`src/rtl/rf_write_ctrl.sv`:
```
// rf_write_ctrl: round-robin arbiter for the single register-file write port with a 16-entry clear sequencer.
module rf_write_ctrl #(
  parameter bit CLEAR_ON_RESET = 1'b1
) (
  input  logic        clk,
  input  logic        rst,
  input  logic        clr,
  input  logic        v0,
  input  logic [15:0] d0,
  input  logic [3:0]  dst0,
  output logic        rdy0,
  input  logic        v1,
  input  logic [15:0] d1,
  input  logic [3:0]  dst1,
  output logic        rdy1,
  output logic        load_en,
  output logic [15:0] d,
  output logic [3:0]  dest_sel,
  output logic        busy
);
  typedef enum logic {CLEAR, RUN} state_t;
  localparam state_t RST_STATE = CLEAR_ON_RESET ? CLEAR : RUN;
  state_t state, state_n;
  logic [3:0] cnt;
  logic       last_grant;
  logic       run_ok;
  always_ff @(posedge clk or posedge rst)
    if (rst) state <= RST_STATE;
    else     state <= state_n;
  always_comb begin
    state_n = (state == CLEAR) ? ((cnt == 4'd15) ? RUN : CLEAR) : (clr ? CLEAR : RUN);
  end
  // last_grant=1 means requester 1 won most recently, so requester 0 wins the next tie
  assign run_ok   = (state == RUN) && !clr;
  assign rdy0     = run_ok && v0 && (!v1 || last_grant);
  assign rdy1     = run_ok && v1 && (!v0 || !last_grant);
  assign busy     = (state == CLEAR);
  always_ff @(posedge clk or posedge rst)
    if (rst) begin
      load_en    <= 1'b0;
      d          <= '0;
      dest_sel   <= '0;
      cnt        <= '0;
      last_grant <= 1'b1;
    end else if (state == CLEAR) begin
      load_en  <= 1'b1;
      d        <= '0;
      dest_sel <= cnt;
      cnt      <= cnt + 4'd1;
    end else begin
      load_en <= rdy0 || rdy1;
      if (rdy0) begin
        d          <= d0;
        dest_sel   <= dst0;
        last_grant <= 1'b0;
      end else if (rdy1) begin
        d          <= d1;
        dest_sel   <= dst1;
        last_grant <= 1'b1;
      end
      if (clr) cnt <= '0;
    end
endmodule
```
`config.mk`:
```
export PLATFORM = sky130hd
export DESIGN_NAME = rf_write_ctrl
export DESIGN_NICKNAME = d
export VERILOG_FILES = /design/src/rtl/rf_write_ctrl.sv
export SDC_FILE = /design/constraint.sdc
export NUM_CORES = 1
export LEC_CHECK = 0
export BUFFER_PORTS_ARGS = -buffer_cell sky130_fd_sc_hd__buf_2
export CAP_MARGIN = 15
export CORE_UTILIZATION = 30
export DETAILED_ROUTE_END_ITERATION = 12
export PLACE_DENSITY_LB_ADDON = 0.1
export REMOVE_ABC_BUFFERS = 1
export SYNTH_ARGS = -nofsm -noshare
export SYNTH_HDL_FRONTEND = slang
export SYNTH_SLANG_ARGS = --single-unit
export TNS_END_PERCENT = 10
```
`constraint.sdc`:
```
create_clock -name clk -period 2.52 [get_ports clk]
set_input_delay 0.378 -clock clk [delete_from_list [all_inputs] [get_ports clk]]
set_output_delay 0.378 -clock clk [all_outputs]
set_load 0.01 [all_outputs]
```
==> impl_metrics.toml <==
[run_status]
status = "completed"

[pwr]
p_per_area_nw_per_um2 = 689
total_leakage_power_nw = 1.01
ir_drop_mv = 0.214

[critical_path]
worstReg2RegStart = "state"
crit_type = "reg2out"
worstRegToRegCells = 4
crit_chain = "and3b_1 -> and2_4 -> buf_2"
slowest_delay_ns = 0.61
crit_fanout = 14
crit_path_start_kind = "flop"
r2r_slack_ns = 0.86
cpLargestDelayFamily = "flip-flops"
crit_arrival_ns = 1.54
cp-startpoint = "state"
r2r-end = "dest_sel[1]"
slowest_stage = "dfrtp_1"
crit_path_end_kind = "output port"
worst-path-buf-inv = 1
cp.required_ns = 2.14
cp.depth = 3

[floorplanning]
dieArea_sq_um = 5780
io_pins = 69
num_rows = 26
start_util_pct = 31.6
core_area_sq_um = 5200
fp.dieH_um = 76.0
die_w_um = 76.0

[cells_and_area]
final_common_cell = "buf_2"
multi_input_area_sq_um = 793
final_nets = 265
final-seq-area_sq_um = 677
area_growth_pct = 25.5
drive_gt1_share_pct = 47.7
fillCellCount = 543
layout_common_cells = "buf_2 (68), dfrtp_1 (26), inv_1 (22), nand3_1 (20), o311ai_2 (18)"
antennaDiodeCount = 0

[synth]
synth.cell_area_sq_um = 1640
synthArstFlopShare_pct = 100
syn_inst = 154
synth.avg_cell_area_sq_um = 10.7
synth_seq_cells = 27
synth_edf_count = 0
synth_seq_area_share_pct = 41.2
ys_types = 38
yosysWarnings = 0
synthFlopType = "dfrtp_1"

[route]
met1_length_um = 1950
ant_nets = 0
drt_wl_total_um = 4530
vias = 1445
firstDrtPassIters = 4
drc = 0
met2WireLength_um = 2350
drt-initial-drc-count = 36
viasPerCell = 5.02
wl_per_cell_um = 15.7
top_layer_used = "met4"
wl_met3_um = 196

[cts]
cts_buffer_depth = 2
path_clk_slew_ns = 0.10
cts_resized = 0
hold_buffers = 0
post_cts_buffers = 0
worstSkewPairLatency_ns = 0.27
cts-root-buf = "clkbuf_8"
cts.sinks = 27
tritoncts = "yes"
h-tree-depth = 1
cts_buffers = 3

[placed_design]
place_hpwl_um = 3270
numPortBuffers = 68
gp_congestion = 0.695

[timing]
max_freq_mhz = 520
tns_ns = 0
slew_headroom_pct = 45.6
period_share_pct = 76.3
drv_slew = 0
setup_viol = 0
tightest_slew_ns = 0.813
hold_violations = 0
rsz0062_at_grt = "false"
fin_skew_ns = 0.00204
whs_ns = 0.198
fin_crit_ns = 1.92

[global_routing]
grt_max_degree = 22
grt_pass1_vias = 1545
antenna_found_initial = 0
grt_usage_pct = 16.8
grt_pass1_wl_um = 7710
gr-total-overflow = 0

[hold_path]
hp-class = "in2async"

[job]
maxCapViolations = 0
==> layer usage <==
layer	track usage, %	up-vias
met5	0	-
met4	5.00	0
met3	2.63	4
li1	-	693
met2	30.7	46
met1	20.2	702
==> final cells by class <==
| class | instances | share of cell area [%] |
|---|---|---|
| well taps | 70 | 4.24 |
| repair buffers | 73 | 18.3 |
| multi-input cells | 92 | 38.4 |
| flip-flops and latches | 27 | 32.8 |
| inverters | 22 | 4.00 |
| clock buffers | 4 | 2.18 |
==> metrics by stage <==
step           worst slack (ns)  power [mW]  instances  cell area (sq um)  utilization [%]
2_1_floorplan             0.366       0.963        141               1550                -
4_1_cts                   0.596        1.44        288               2060             39.6
5_1_grt                   0.496        1.54        288               2060             39.6
3_5_place_dp              0.814        1.18        284               2020             38.8
3_3_place_gp              0.843        1.17        284               2020             38.8
6_report                  0.597        1.42        288               2060             39.6
==> logic make-up (layout without fill, tap and decap cells) <==
kind of cell	Yosys count	after routing	synth area share (%)
compound gates	52	52	34.2
buf+inv	35	99	10.6
simple gates	39	39	13.3
flops	27	27	41.2
fa+ha+maj	1	1	0.761
==> flip-flops by register name (all words and copies together) (netlist names) <==
| name | cells |
|---|---|
| state | 1 |
| d | 16 |
| last_grant | 1 |
| cnt | 4 |
| load_en | 1 |
| dest_sel | 4 |
==> worst max path at each step <==
stage	to	slack (ns)
6_report	rdy0	0.60
5_1_grt	rdy0	0.50
4_1_cts	rdy0	0.60
3_5_place_dp	d[4]	0.81
3_3_place_gp	dest_sel[2]	0.84
2_1_floorplan	rdy0	0.37
==> synth_stat cells, types with 2 or more instances <==
master     n  share of area [%]
nand2_1    6                1.4
a31oi_1    4                1.5
buf_2      7                2.1
o211ai_1  16                7.3
dfrtp_1   26                 40
inv_1     22                5.0
o21ai_0    4                1.2
o311ai_2  18                 18
nand3_1   20                6.1
buf_6      2                1.4
and2b_2    2                1.1
==> worst register-to-register path, delay by kind of cell (launching register included) <==
| family | cells | cell delay (ns) |
|---|---|---|
| AO/OA/AOI/OAI | 2 | 0.38 |
| flip-flops | 1 | 0.61 |
| AND/OR/NAND/NOR | 1 | 0.22 |
| buffers and inverters | 1 | 0.31 |
==> power by group <==
group          internal [mW]  switching (mW)
clock network          0.113           0.140
logic                  0.250           0.285
registers              0.541          0.0920
total                  0.904           0.517
(Power assumes the default switching activity.)
